===== src/rtl/ice_panel_pkg.sv =====
// Shared constants for the ICE front-panel controller: button roles and view-select width.
package ice_panel_pkg;

    localparam int unsigned PB_RESET = 0;
    localparam int unsigned PB_CHSEL = 1;

    // One extra view beyond the debug channels for the heartbeat/button display.
    function automatic int unsigned ch_sel_width(input int unsigned num_ch);
        return $clog2(num_ch + 1);
    endfunction

endpackage


===== src/rtl/ice_debounce.sv =====
// One pushbutton: two-flop synchroniser, stable-count debounce, debounced level and press pulse.
module ice_debounce #(
    parameter int unsigned DEBOUNCE_CYC = 50000,
    parameter int unsigned CNT_W        = 16
) (
    input  logic clk,
    input  logic resetn,
    input  logic pb_n,
    output logic level,
    output logic press
);

    logic             sync1;
    logic             sync2;
    logic [CNT_W-1:0] cnt;
    logic             pressed_c;

    assign pressed_c = ~sync2;

    // A new level is accepted only after DEBOUNCE_CYC consecutive disagreeing samples.
    always_ff @(posedge clk or negedge resetn) begin
        if (!resetn) begin
            sync1 <= 1'b1;
            sync2 <= 1'b1;
            level <= 1'b0;
            press <= 1'b0;
            cnt   <= '0;
        end else begin
            sync1 <= pb_n;
            sync2 <= sync1;
            press <= 1'b0;
            if (pressed_c == level) begin
                cnt <= '0;
            end else if (cnt == CNT_W'(DEBOUNCE_CYC - 1)) begin
                level <= pressed_c;
                press <= pressed_c;
                cnt   <= '0;
            end else begin
                cnt <= cnt + CNT_W'(1);
            end
        end
    end

endmodule


===== src/rtl/ice_panel_ctrl.sv =====
// Front-panel controller: debounced buttons, stretched soft reset, and debug-channel/heartbeat LED mux.
module ice_panel_ctrl
    import ice_panel_pkg::*;
#(
    parameter int unsigned NUM_PB       = 4,
    parameter int unsigned DEBOUNCE_CYC = 50000,
    parameter int unsigned CNT_W        = 16,
    parameter int unsigned NUM_CH       = 4,
    parameter int unsigned LED_W        = 8,
    parameter int unsigned RST_STRETCH  = 16,
    parameter int unsigned HB_LOG2      = 24
) (
    input  logic                              clk,
    input  logic                              resetn,
    input  logic [NUM_PB-1:0]                 pb_n,
    input  logic [NUM_CH*LED_W-1:0]           dbg_in,
    output logic [NUM_PB-1:0]                 pb_level,
    output logic [NUM_PB-1:0]                 pb_press,
    output logic                              soft_reset,
    output logic [ch_sel_width(NUM_CH)-1:0]   ch_sel,
    output logic [LED_W-1:0]                  led
);

    localparam int unsigned CH_W = ch_sel_width(NUM_CH);
    localparam int unsigned ST_W = $clog2(RST_STRETCH + 1);

    logic [ST_W-1:0]    stretch_cnt;
    logic [ST_W-1:0]    stretch_nxt_c;
    logic               stretch_nz;
    logic [HB_LOG2-1:0] hb_cnt;
    logic [LED_W-1:0]   sel_ch_c;
    logic [LED_W-1:0]   hb_view_c;

    for (genvar i = 0; i < NUM_PB; i++) begin : g_pb
        ice_debounce #(
            .DEBOUNCE_CYC (DEBOUNCE_CYC),
            .CNT_W        (CNT_W)
        ) u_debounce (
            .clk    (clk),
            .resetn (resetn),
            .pb_n   (pb_n[i]),
            .level  (pb_level[i]),
            .press  (pb_press[i])
        );
    end

    always_comb begin
        stretch_nxt_c = stretch_cnt;
        if (pb_level[PB_RESET]) begin
            stretch_nxt_c = ST_W'(RST_STRETCH);
        end else if (stretch_cnt != '0) begin
            stretch_nxt_c = stretch_cnt - ST_W'(1);
        end
    end

    // stretch_nz mirrors (stretch_cnt != 0) so soft_reset is an OR of two flops with no decode glitch.
    always_ff @(posedge clk or negedge resetn) begin
        if (!resetn) begin
            stretch_cnt <= ST_W'(RST_STRETCH);
            stretch_nz  <= 1'(RST_STRETCH != 0);
        end else begin
            stretch_cnt <= stretch_nxt_c;
            stretch_nz  <= (stretch_nxt_c != '0);
        end
    end

    assign soft_reset = pb_level[PB_RESET] | stretch_nz;

    always_comb begin
        sel_ch_c = '0;
        for (int unsigned k = 0; k < NUM_CH; k++) begin
            if (ch_sel == CH_W'(k)) begin
                sel_ch_c = dbg_in[k*LED_W +: LED_W];
            end
        end
    end

    always_comb begin
        hb_view_c                = '0;
        hb_view_c[LED_W-1]       = hb_cnt[HB_LOG2-1];
        hb_view_c[NUM_PB-1:0]    = pb_level;
    end

    // Soft reset wins over a same-cycle channel-select press and forces the lamp test.
    always_ff @(posedge clk or negedge resetn) begin
        if (!resetn) begin
            ch_sel <= '0;
            hb_cnt <= '0;
            led    <= '0;
        end else if (soft_reset) begin
            ch_sel <= '0;
            hb_cnt <= '0;
            led    <= '1;
        end else begin
            hb_cnt <= hb_cnt + HB_LOG2'(1);
            if (pb_press[PB_CHSEL]) begin
                ch_sel <= (ch_sel == CH_W'(NUM_CH)) ? '0 : ch_sel + CH_W'(1);
            end
            led <= (ch_sel < CH_W'(NUM_CH)) ? sel_ch_c : hb_view_c;
        end
    end

endmodule


===== config.mk =====
export PLATFORM = sky130hd
export DESIGN_NAME = ice_panel_ctrl
export DESIGN_NICKNAME = d
export VERILOG_FILES = /design/src/rtl/ice_panel_pkg.sv /design/src/rtl/ice_debounce.sv /design/src/rtl/ice_panel_ctrl.sv
export SDC_FILE = /design/constraint.sdc
export NUM_CORES = 1
export LEC_CHECK = 0
export CAP_MARGIN = 40
export CELL_PAD_IN_SITES_DETAIL_PLACEMENT = 1
export CELL_PAD_IN_SITES_GLOBAL_PLACEMENT = 1
export CORE_ASPECT_RATIO = 1.2
export CORE_MARGIN = 4
export CORE_UTILIZATION = 40
export CTS_CLUSTER_DIAMETER = 50
export DETAILED_ROUTE_END_ITERATION = 7
export PLACE_DENSITY_LB_ADDON = 0.1
export SYNTH_ARGS = -nofsm -noshare
export SYNTH_HDL_FRONTEND = slang
export SYNTH_HIERARCHICAL = 1
export SYNTH_SLANG_ARGS = --single-unit

===== constraint.sdc =====
create_clock -name clk -period 1.8 [get_ports clk]
set_input_delay 0.36 -clock clk [delete_from_list [all_inputs] [get_ports clk]]
set_output_delay 0.36 -clock clk [all_outputs]
set_load 0.01 [all_outputs]

==> results.txt, run 1 <==
Power Dens Cells: 814.7 mW/mm^2
First-pass GRT wire length: 26630 um
Number of global-route vias before repair: 5324
Top cells by area, synth: dfrtp_1 (47%), xnor2_1 (9.3%), nor2_1 (6.5%), dfstp_2 (4.4%), nand4_1 (3.3%)
Starting density of the core: 0.4115
Final GP Congestion: 0.7585
Layout fillers: 1634
Ys Warns: 6
Design Power: 6.247 mW
GRT Overall Usage: 0.1958
# H-tree levels: 4
Inst Count DP: 882
DR WL/cell: 16.80 um
Initial antenna violation count: 0
Via count: 4835
Slowest CP cell: clkdlybuf4s50_1
Critical path fanouts, max: 5
Synth Register Bits: 121
Core Area: 0.01447 sq mm
Routed Antenna Nets: 0
Clock latency on the worst-skew pair: 420 ps
Final wirelength: 15510 um
Slowest stage delay, CP: 560 ps
Die H: 141.7 um
Fmax: 571.0 MHz
Max Cap Violations: 0
Final Hold Vio Count: 0
Synth Instances: 607
Share of synthesized registers carrying an async set or reset: 1.000
Number of diodes: 0
Vias/cell: 5.238
Slew of the pin with the lowest slew margin: 505.8 ps
RSZ-0062 raised after global routing: true
Post-synth top area share: 0.4664
Leakage: 3.190 nW
Layout net count: 759
Area leader, netlist: dfrtp_1
1st-iter DRT viols: 165
# IOs: 58
Critical Path AT: 1390 ps
Clock transition at path regs: 50 ps
Crit path buffers/inverters: 1
Skew final: 8.593 ps
Layout cells sized above 1: 0.1674
Final Setup Violations: 0
Final Max Slew Viols: 0
Main synth FF type: dfrtp_1
CP top delay family: buffers and inverters
Pin count of the biggest net entering global routing: 46
Post-synthesis cell type count: 43
Final Cycle Share: 0.9729
Slew HR: 0.6604
CTS tree: done
WP data required: 1440 ps
Crit Path Class: reg -> out
Row count: 48
Fin Setup TNS: 0 ps
Port Buffer Count: 57
Final Non-Filler Cells: 923
HP Class: in -> async
Seq/Total Area, Yosys: 0.5105
Die X-Extent: 119.4 um
Peak VDD IR: 0.5608 mV
DRC viols: 0
Grt total ovfl: 0
Syn avg cell area: 9.812 sq um
Die Area: 0.01691 sq mm
Status: complete, no violations
Setup crit end kind: output pin
Critical path startpoint category: register
Clock net sink count: 121
CTS max path bufs: 2
Drt first pass iters: 4
TritonCTS Buffers: 17
Mapped cell area: 0.005956 sq mm
Post-Syn Nets: 656
Post-synth EDFFs: 0
HPWL after DPL: 11030 um
Area grow syn2layout: 28.74%
Hold_ws: 343.9 ps
Minimum clock period: 1751 ps
Critical Path, Cell by Cell: clkdlybuf4s50_1
Root Driver: clkbuf_16
power breakdown:
group,leakage (nW),switching [mW],internal [mW]
sequential,1.61,0.0342,2.77
clock,0.266,1.17,2.00
combinational,1.32,0.137,0.139
layout by cell type (no fill, tap or decap), types with 5 or more instances in the layout:
cell,instances
dfrtp_1,107
nor2_1,103
xnor2_1,63
buf_4,50
clkdlybuf4s50_1,50
nand2_1,36
nand4_1,31
nand3_1,27
nor3_1,26
a21oi_1,24
o21ai_0,23
inv_1,20
clkbuf_16,17
nor4_1,13
or3_1,12
dfstp_2,10
nand4bb_1,9
xor2_1,9
clkbuf_1,8
ha_2,6
or4_4,5
ha_1,5
dlygate4sd2_1,5
routing by layer:
| metal | vias to the layer above | track usage | share of wire |
|---|---|---|---|
| met4 | 0 | 0.06876 | 0.018 |
| li1 | 2314 | - | - |
| met1 | 2422 | 0.2327 | 0.43 |
| met2 | 82 | 0.3442 | 0.52 |
| met3 | 17 | 0.05024 | 0.039 |
| met5 | - | 0 | 0 |
timing repair:
item	4_1_cts	5_1_grt
endpoints found under the setup margin	10	73
pin swaps	0	1
hold buffers	1	0
gates resized for setup	11	16
endpoints found under the hold margin	11	0
buffers inserted	5	3
layout make-up:
class	instances	area, sq um	share of cell area
multi-input combinational	440	2769	0.3611
sequential	121	3045	0.3972
timing repair buffer	109	982.2	0.1281
inverter	21	78.83	0.01028
clock inverter	4	45.04	0.005875
clock buffer	28	496.7	0.06478
tap	200	250.2	0.03264
cells in the mapped netlist (5+ instances only):
cell and count:
a21oi_1 25, buf_2 5, clkbuf_1 10, dfrtp_1 111, dfstp_2 10, ha_1 11, inv_1 20, nand2_1 36
nand2b_1 5, nand3_1 27, nand4_1 31, nand4bb_1 9, nor2_1 103, nor3_1 26, nor4_1 14, o21ai_0 23
or3_1 12, xnor2_1 63, xor2_1 9
worst paths after layout:
kind	startpoint	to	slack [ps]	cells past startpoint
setup / recovery	g_pb[3].u_debounce/level$_DFFE_PN0P_	pb_level[3]	50	1
hold / removal	resetn	g_pb[3].u_debounce/press$_DFF_PN0_	340	2
setup reg to reg	hb_cnt[1]$_DFF_PN0_	hb_cnt[21]$_DFF_PN0_	50	5
hold reg to reg	g_pb[1].u_debounce/sync1$_DFF_PN1_	g_pb[1].u_debounce/sync2$_DFF_PN1_	360	0
max in group asynchronous	resetn	stretch_nz$_DFF_PN1_	840	3
min in group clk	pb_n[0]	g_pb[0].u_debounce/sync1$_DFF_PN1_	350	1
through the flow:
stage	util	instance area (sq um)	worst slack, ps
after floorplan	-	5956	69.40
after global placement	0.4817	6972	61.17
after detailed placement	0.4817	6972	-38.84
after CTS	0.5229	7569	2.482
after global routing	0.5297	7667	-24.80
final	0.5297	7667	48.73
flip-flops by register name (all words and copies together) (netlist names):
| register | count |
|---|---|
| g_pb.u_debounce/cnt | 64 |
| ch_sel | 3 |
| g_pb.u_debounce/press | 4 |
| stretch_cnt | 5 |
| g_pb.u_debounce/level | 4 |
| g_pb.u_debounce/sync2 | 4 |
| g_pb.u_debounce/sync1 | 4 |
| stretch_nz | 1 |
| led | 8 |
| hb_cnt | 24 |
logic make-up (layout without fill, tap and decap cells):
kind of cell               count (synthesis)  in the layout  synth area share
and+or+nand+nor                          286            286            0.2496
DFF                                      121            121            0.5105
AOI/OAI and AO/OA                         68             68           0.06744
buffers and inverters                     46            162           0.03845
adders and majority gates                 11             11           0.02311
xor gates and xnor gates                  72             72            0.1059
muxes                                      3              3          0.005042
No activity file was read; power rests on OpenSTA's default activity.
==> run 2, diff against run 1 <==
--- a/config.mk
+++ b/config.mk
@@ -13,8 +13,9 @@
 export CORE_UTILIZATION = 40
 export CTS_CLUSTER_DIAMETER = 50
 export DETAILED_ROUTE_END_ITERATION = 7
+export GPL_ROUTABILITY_DRIVEN = 0
 export PLACE_DENSITY_LB_ADDON = 0.1
+export RECOVER_POWER = 100
 export SYNTH_ARGS = -nofsm -noshare
 export SYNTH_HDL_FRONTEND = slang
-export SYNTH_HIERARCHICAL = 1
 export SYNTH_SLANG_ARGS = --single-unit
==> results.txt, run 2 <==
Critical Path, Cell by Cell: nand3_2 > or4_4 > or4_1 > a21oi_1 (was clkdlybuf4s50_1)
WP data required: 2140 ps (was 1440 ps)
Starting density of the core: 0.4102 (was 0.4115)
CTS tree: done (unchanged)
Final Setup Violations: 0 (unchanged)
GRT Overall Usage: 0.1993 (was 0.1958)
Slew HR: 0.4435 (was 0.6604)
Vias/cell: 5.491 (was 5.238)
Fmax: 558.9 MHz (was 571.0 MHz)
Clock latency on the worst-skew pair: 420 ps (about the same)
Main synth FF type: dfrtp_1 (unchanged)
Via count: 4969 (was 4835)
Number of global-route vias before repair: 5226 (was 5324)
Top cells by area, synth: dfrtp_1 (47%), xnor2_1 (8.0%), nor2_1 (5.9%), dfstp_2 (4.4%), nand4_1 (2.4%) (was dfrtp_1 (47%), xnor2_1 (9.3%), nor2_1 (6.5%), dfstp_2 (4.4%), nand4_1 (3.3%))
TritonCTS Buffers: 17 (unchanged)
Slowest CP cell: or4_4 (was clkdlybuf4s50_1)
Grt total ovfl: 0 (unchanged)
# IOs: 58 (unchanged)
Synth Register Bits: 121 (unchanged)
Die H: 141.2 um (was 141.7 um)
DRC viols: 0 (unchanged)
Die X-Extent: 119.0 um (was 119.4 um)
Row count: 48 (unchanged)
Most frequent cells in the layout: dfrtp_1 (106), nor2_1 (91), buf_4 (63) (was dfrtp_1 (107), nor2_1 (103), xnor2_1 (63))
Syn avg cell area: 9.905 sq um (was 9.812 sq um)
Slew of the pin with the lowest slew margin: 834.8 ps (was 505.8 ps)
Critical path startpoint category: register (unchanged)
Placed cell area: 0.007032 sq mm (was 0.006972 sq mm)
Number of diodes: 0 (unchanged)
Synth Instances: 597 (was 607)
Area leader, netlist: dfrtp_1 (unchanged)
Post-synthesis compound-gate area fraction: 0.06919 (was 0.06744)
Post-synth top area share: 0.4697 (was 0.4664)
Most common cell after layout, fill and taps aside: dfrtp_1 (unchanged)
Final Max Slew Viols: 0 (unchanged)
Layout net count: 766 (was 759)
HPWL after DPL: 11270 um (was 11030 um)
Power Dens Cells: 818.2 mW/mm^2 (was 814.7 mW/mm^2)
Die Area: 0.01680 sq mm (was 0.01691 sq mm)
Post-Syn Nets: 646 (was 656)
Post-Synth Adder-Cell Area: 0.02328 (was 0.02311)
Clock net sink count: 121 (unchanged)
Max reg flops: 64 (unchanged)
Layout fillers: 1624 (was 1634)
Layout cells sized above 1: 0.1836 (was 0.1674)
Capture point of the worst reg-to-reg path: hb_cnt[23]$_DFF_PN0_ (was hb_cnt[21]$_DFF_PN0_)
Share of synthesized registers carrying an async set or reset: 1.000 (unchanged)
DR WL/cell: 17.78 um (was 16.80 um)
Critical path fanouts, max: 6 (was 5)
Largest family of logic cells by synthesized area: simple AND/OR/NAND/NOR gates (unchanged)
RSZ-0062 raised after global routing: true (unchanged)
# H-tree levels: 4 (unchanged)
Initial antenna violation count: 1 (was 0)
Crit Path Class: reg -> reg (was reg -> out)
Mapped cell area: 0.005913 sq mm (was 0.005956 sq mm)
CTS max path bufs: 2 (unchanged)
Reg2Reg Depth: 4 (was 5)
Design Power: 6.354 mW (was 6.247 mW)
Drt first pass iters: 4 (unchanged)
Biggest registers after layout: g_pb.u_debounce.cnt (64), hb_cnt (24), led (8) (was g_pb.u_debounce/cnt (64), hb_cnt (24), led (8))
R2r setup slk: 10 ps (was 50 ps)
1st-iter DRT viols: 241 (was 165)
Worst R2R Start: hb_cnt[4]$_DFF_PN0_ (was hb_cnt[1]$_DFF_PN0_)
Slowest stage delay, CP: 580 ps (was 560 ps)
Post-synth EDFFs: 0 (unchanged)
Leakage: 3.323 nW (was 3.190 nW)
Most flops, register: g_pb.u_debounce.cnt (was g_pb.u_debounce/cnt)
Synth Area in XOR/XNOR: 0.1037 (was 0.1059)
Status: complete, no violations (unchanged)
Post-synthesis mux area share: 0.005290 (was 0.005042)
Seq/Total Area, Yosys: 0.5142 (was 0.5105)
Final Hold Vio Count: 0 (unchanged)
Hold_sp: g_pb[0].u_debounce.sync1$_DFF_PN1_
Hold Path Depth: 0
Area grow syn2layout: 31.34% (was 28.74%)
Root Driver: clkbuf_16 (unchanged)
Post-route design area: 0.007766 sq mm (was 0.007667 sq mm)
Ys Warns: 0 (was 6)
Port Buffer Count: 57 (unchanged)
Routed Antenna Nets: 0 (unchanged)
Skew final: 4.912 ps (was 8.593 ps)
Max Cap Violations: 0 (unchanged)
HP Class: reg -> reg (was in -> async)
Final wirelength: 16100 um (was 15510 um)
Final Cycle Share: 0.9940 (was 0.9729)
Post-synthesis cell type count: 46 (was 43)
Commonest cells post-synth: dfrtp_1 (111), nor2_1 (93), xnor2_1 (54), nand2_1 (36), inv_1 (27) (was dfrtp_1 (111), nor2_1 (103), xnor2_1 (63), nand2_1 (36), nand4_1 (31))
First-pass GRT wire length: 26670 um (was 26630 um)
Min-Delay Endpoint: g_pb[0].u_debounce.sync2$_DFF_PN1_
Clock transition at path regs: 50 ps (about the same)
Core Area: 0.01441 sq mm (was 0.01447 sq mm)
Most frequent cell after synthesis: dfrtp_1 (unchanged)
Setup crit end kind: register (was output pin)
Peak VDD IR: 0.6149 mV (was 0.5608 mV)
Pin count of the biggest net entering global routing: 44 (was 46)
Minimum clock period: 1789 ps (was 1751 ps)
Critical Path AT: 2130 ps (was 1390 ps)
Simple-Gate Fraction of Synth Area: 0.2444 (was 0.2496)
## run 2: cell types whose count changed after synthesis, sizes merged, moves of 6 or more
cell     change
xnor2        -9
nand4bb      -9
o21ai        -6
inv          +7
xor2         +7
nor3        -11
nor2        -10
o31ai        +6
and3         +7
nand4        -8
## run 2: power breakdown
part | switching, mW | total, mW | internal (mW)
clock network | 1.15 | 3.27 | 2.12
registers | 0.0368 | 2.81 | 2.77
logic | 0.139 | 0.277 | 0.138
## run 2: logic make-up after synthesis
family / count (synthesis)
AOI/OAI and AO/OA: 65
adders and majority gates: 11
and+or+nand+nor: 275
muxes: 3
buffers and inverters: 52
xor gates and xnor gates: 70
DFF: 121
## run 2: worst max path at each step
stage / from / to / depth (start not counted) / slack [ps]
after global routing: hb_cnt[5]$_DFF_PN0_ / hb_cnt[23]$_DFF_PN0_ / 4 / -60
after floorplan: g_pb[1].u_debounce.cnt[13]$_DFF_PN0_ / g_pb[1].u_debounce.cnt[10]$_DFF_PN0_ / 5 / -10
after global placement: ch_sel[1]$_DFFE_PN0P_ / led[5]$_DFF_PN0_ / 6 / -130
final: hb_cnt[4]$_DFF_PN0_ / hb_cnt[23]$_DFF_PN0_ / 4 / 10
after detailed placement: ch_sel[1]$_DFFE_PN0P_ / led[5]$_DFF_PN0_ / 6 / -210
after CTS: hb_cnt[7]$_DFF_PN0_ / hb_cnt[23]$_DFF_PN0_ / 4 / -20
## run 2: what timing repair did
action | CTS | global route
buffers inserted | 2 | 8
pin swaps | 1 | 8
endpoints found under the setup margin | 31 | 51
gates resized for setup | 17 | 17
hold buffers | 1 | 0
gates cloned | 0 | 1
endpoints found under the hold margin | 24 | 0
## run 2: metrics by stage
step	util	std cells	setup TNS (ps)	setup slack, ps	hold WS (ps)
finish	0.5388	905	0	10.87	352.4
floorplan	-	597	-82.28	-12.12	64.41
global route	0.5388	905	-501.3	-63.53	362.5
global placement	0.4878	861	-127.5	-127.5	333.9
CTS	0.5311	896	-15.72	-15.72	327.1
detailed placement	0.4878	861	-438.3	-214.9	341.4
## run 2: final cells by class
type                            count  area, sq um  area share
Multi-Input combinational cell    425         2754      0.3546
Tap cell                          175        219.0     0.02819
Timing Repair Buffer              125         1076      0.1386
Sequential cell                   121         3047      0.3923
Inverter                           27        101.3     0.01305
Clock buffer                       30        534.3     0.06879
Clock inverter                      2        35.03    0.004511
## run 2: layer usage
layer / vias up / track usage / wire length, um
met5: - / 0 / 13
met3: 26 / 0.04655 / 515
met4: 2 / 0.07505 / 290
li1: 2332 / - / -
met1: 2529 / 0.2406 / 6841
met2: 80 / 0.3453 / 8433
## run 2: critical path, delay by kind of cell (launching register included)
kind               cells  cell delay (ps)
and+or+nand+nor        3             1170
DFF                    1              400
AOI/OAI and AO/OA      1              140
==> run 3, diff against run 2 <==
--- a/config.mk
+++ b/config.mk
@@ -9,7 +9,6 @@
 export CELL_PAD_IN_SITES_DETAIL_PLACEMENT = 1
 export CELL_PAD_IN_SITES_GLOBAL_PLACEMENT = 1
 export CORE_ASPECT_RATIO = 1.2
-export CORE_MARGIN = 4
 export CORE_UTILIZATION = 40
 export CTS_CLUSTER_DIAMETER = 50
 export DETAILED_ROUTE_END_ITERATION = 7
==> results.txt, run 3 (synthesis gave the netlist of run 2 again) <==
Max Cap Violations: 0 (unchanged)
Port Buffer Count: 57 (unchanged)
Final Setup Violations: 19 (was 0)
Row count: 48 (unchanged)
Clock power share: 0.536 (was 0.515)
1st-iter DRT viols: 189 (was 241)
GRT Overall Usage: 0.2342 (was 0.1993)
Skew final: 8.825 ps (was 4.912 ps)
Vias/cell: 5.358 (was 5.491)
Critical path fanouts, max: 4 (was 6)
Layout net count: 776 (was 766)
Core Area: 0.01441 sq mm (unchanged)
Switching Fraction: 0.2111 (was 0.2087)
Sequential share of power: 0.421 (was 0.442)
Starting density of the core: 0.4102 (unchanged)
Number of diodes: 0 (unchanged)
Via count: 4903 (was 4969)
Min-Delay Endpoint: g_pb[2].u_debounce.sync2$_DFF_PN1_ (was g_pb[0].u_debounce.sync2$_DFF_PN1_)
Status: finished with violations (was complete, no violations)
Fin Setup TNS: -252.8 ps (was 0 ps)
Inst Count DP: 865 (was 861)
Design Power: 6.665 mW (was 6.354 mW)
Critical Path AT: 2150 ps (was 2130 ps)
Most flops, register: g_pb.u_debounce.cnt (unchanged)
Layout fillers: 1588 (was 1624)
Reg2Reg Depth: 6 (was 4)
Clock latency on the worst-skew pair: 430 ps (was 420 ps)
Routed Antenna Nets: 0 (unchanged)
Fmax: 544.2 MHz (was 558.9 MHz)
Most frequent cells in the layout: dfrtp_1 (107), nor2_1 (88), buf_4 (59) (was dfrtp_1 (106), nor2_1 (91), buf_4 (63))
Grt met1 use: 0.2574 (was 0.2406)
Die H: 135.2 um (was 141.2 um)
Slew of the pin with the lowest slew margin: 927.0 ps (was 834.8 ps)
Met3 usage: 0.05906 (was 0.04655)
Hold Path Depth: 0 (unchanged)
Power Dens Cells: 844.1 mW/mm^2 (was 818.2 mW/mm^2)
Slowest stage delay, CP: 440 ps (was 580 ps)
Clock transition at path regs: 60 ps (was 50 ps)
Grt total ovfl: 0 (unchanged)
Root Driver: clkbuf_16 (unchanged)
Final Cycle Share: 1.021 (was 0.9940)
Die Area: 0.01528 sq mm (was 0.01680 sq mm)
Critical path startpoint category: register (unchanged)
R2r setup slk: -40 ps (was 10 ps)
WP data required: 2110 ps (was 2140 ps)
HP Class: reg -> reg (unchanged)
Hold_sp: g_pb[2].u_debounce.sync1$_DFF_PN1_ (was g_pb[0].u_debounce.sync1$_DFF_PN1_)
Critical path origin: ch_sel[0]$_DFFE_PN0P_ (was hb_cnt[4]$_DFF_PN0_)
Minimum clock period: 1837 ps (was 1789 ps)
Comb power frac: 0.043 (was 0.044)
Final worst slack: -37.45 ps (was 10.87 ps)
Failing checks: setup timing
Final Non-Filler Cells: 915 (was 905)
Crit Path Class: reg -> reg (unchanged)
DRC viols: 0 (unchanged)
Switch Pwr: 1.407 mW (was 1.326 mW)
CTS tree: done (unchanged)
Max reg flops: 64 (unchanged)
CTS max path bufs: 2 (unchanged)
Slowest CP cell: dfrtp_1 (was or4_4)
Number of global-route vias before repair: 5491 (was 5226)
Pre-CTS WS: -122.1 ps (was -214.9 ps)
Layout cells sized above 1: 0.2014 (was 0.1836)
RSZ-0062 raised after global routing: true (unchanged)
GR Layer Usage met2: 0.4294 (was 0.3453)
Slew HR: 0.3820 (was 0.4435)
Worst R2R Start: ch_sel[0]$_DFFE_PN0P_ (was hb_cnt[4]$_DFF_PN0_)
Pin count of the biggest net entering global routing: 43 (was 44)
DR WL/cell: 18.24 um (was 17.78 um)
Critical Path, Cell by Cell: inv_1 > ha_1 > nor2b_4 > a221oi_2 > a21oi_1 > a221o_1 (was nand3_2 > or4_4 > or4_1 > a21oi_1)
Internal power: 5.258 mW (was 5.028 mW)
# H-tree levels: 4 (unchanged)
Final Hold Vio Count: 0 (unchanged)
HPWL after DPL: 11160 um (was 11270 um)
Area grow syn2layout: 33.54% (was 31.34%)
Initial antenna violation count: 0 (was 1)
Capture point of the worst reg-to-reg path: led[5]$_DFF_PN0_ (was hb_cnt[23]$_DFF_PN0_)
Leakage: 3.380 nW (was 3.323 nW)
Final Max Slew Viols: 0 (unchanged)
TritonCTS Buffers: 17 (unchanged)
Setup crit end kind: register (unchanged)
Die X-Extent: 113.0 um (was 119.0 um)
First-pass GRT wire length: 27310 um (was 26670 um)
Clock net sink count: 121 (unchanged)
Biggest registers after layout: g_pb.u_debounce.cnt (64), hb_cnt (24), led (8) (unchanged)
Final wirelength: 16690 um (was 16100 um)
Footprint of the multi-input gates: 0.002795 sq mm (was 0.002754 sq mm)
Most common cell after layout, fill and taps aside: dfrtp_1 (unchanged)
Register area: 0.003045 sq mm (was 0.003047 sq mm)
Peak VDD IR: 0.5084 mV (was 0.6149 mV)
Drt first pass iters: 6 (was 4)
GRT Max-Usage Layer: met2 (unchanged)
# IOs: 58 (unchanged)
run 3: stage by stage:
stage / utilization / hold WS [ps] / cell area, sq um
floorplan: - / 64.41 / 5932
global placement: 0.4899 / 347.1 / 7062
detailed placement: 0.4899 / 347.5 / 7062
CTS: 0.5421 / 330.5 / 7814
global route: 0.5478 / 362.3 / 7896
finish: 0.5478 / 354.8 / 7896
run 3: how the worst max path moves through the flow:
stage / endpoint / slack (ps)
after global routing: led[5]$_DFF_PN0_ / -110
after detailed placement: led[5]$_DFF_PN0_ / -120
after floorplan: g_pb[1].u_debounce.cnt[10]$_DFF_PN0_ / -10
final: led[5]$_DFF_PN0_ / -40
after global placement: led[5]$_DFF_PN0_ / -80
after CTS: g_pb[1].u_debounce.cnt[7]$_DFF_PN0_ / -20
run 3: power by group through the flow:
stage                     logic [mW]  clock network [mW]  registers (mW)
after CTS                      0.299                3.62            2.81
after global routing           0.321                3.75            2.81
after floorplan               0.0768                   0            2.85
final                          0.287                3.57            2.81
after detailed placement       0.285                   0            2.85
after global placement         0.278                   0            2.85
run 3: area by class of cell:
class / instances / area share
timing repair buffer: 134 / 0.1417
clock inverter: 8 / 0.01458
inverter: 27 / 0.01283
multi-input combinational: 426 / 0.3540
clock buffer: 24 / 0.06354
tap: 175 / 0.02773
sequential: 121 / 0.3857
run 3: worst max-delay path, delay by kind of cell (launching register included):
kind                       cells  cell delay (ps)
and+or+nand+nor                1              160
adders and majority gates      1              230
DFF                            1              440
AOI/OAI and AO/OA              3              770
buffers and inverters          1              110
run 3: timing repair:
| item | 4_1_cts | 5_1_grt |
|---|---|---|
| endpoints found under the setup margin | 28 | 52 |
| resized for setup | 22 | 21 |
| hold endpoints to repair | 28 | 0 |
| pin swaps | 8 | 7 |
| setup buffers | 8 | 7 |
| hold buffers | 1 | 0 |
| cloned | 2 | 0 |
run 3: routing by layer:
metal / share of wire / vias to the layer above
li1: - / 2348
met1: 0.40 / 2459
met2: 0.55 / 77
met3: 0.033 / 19
met4: 0.017 / 0
met5: 0 / -
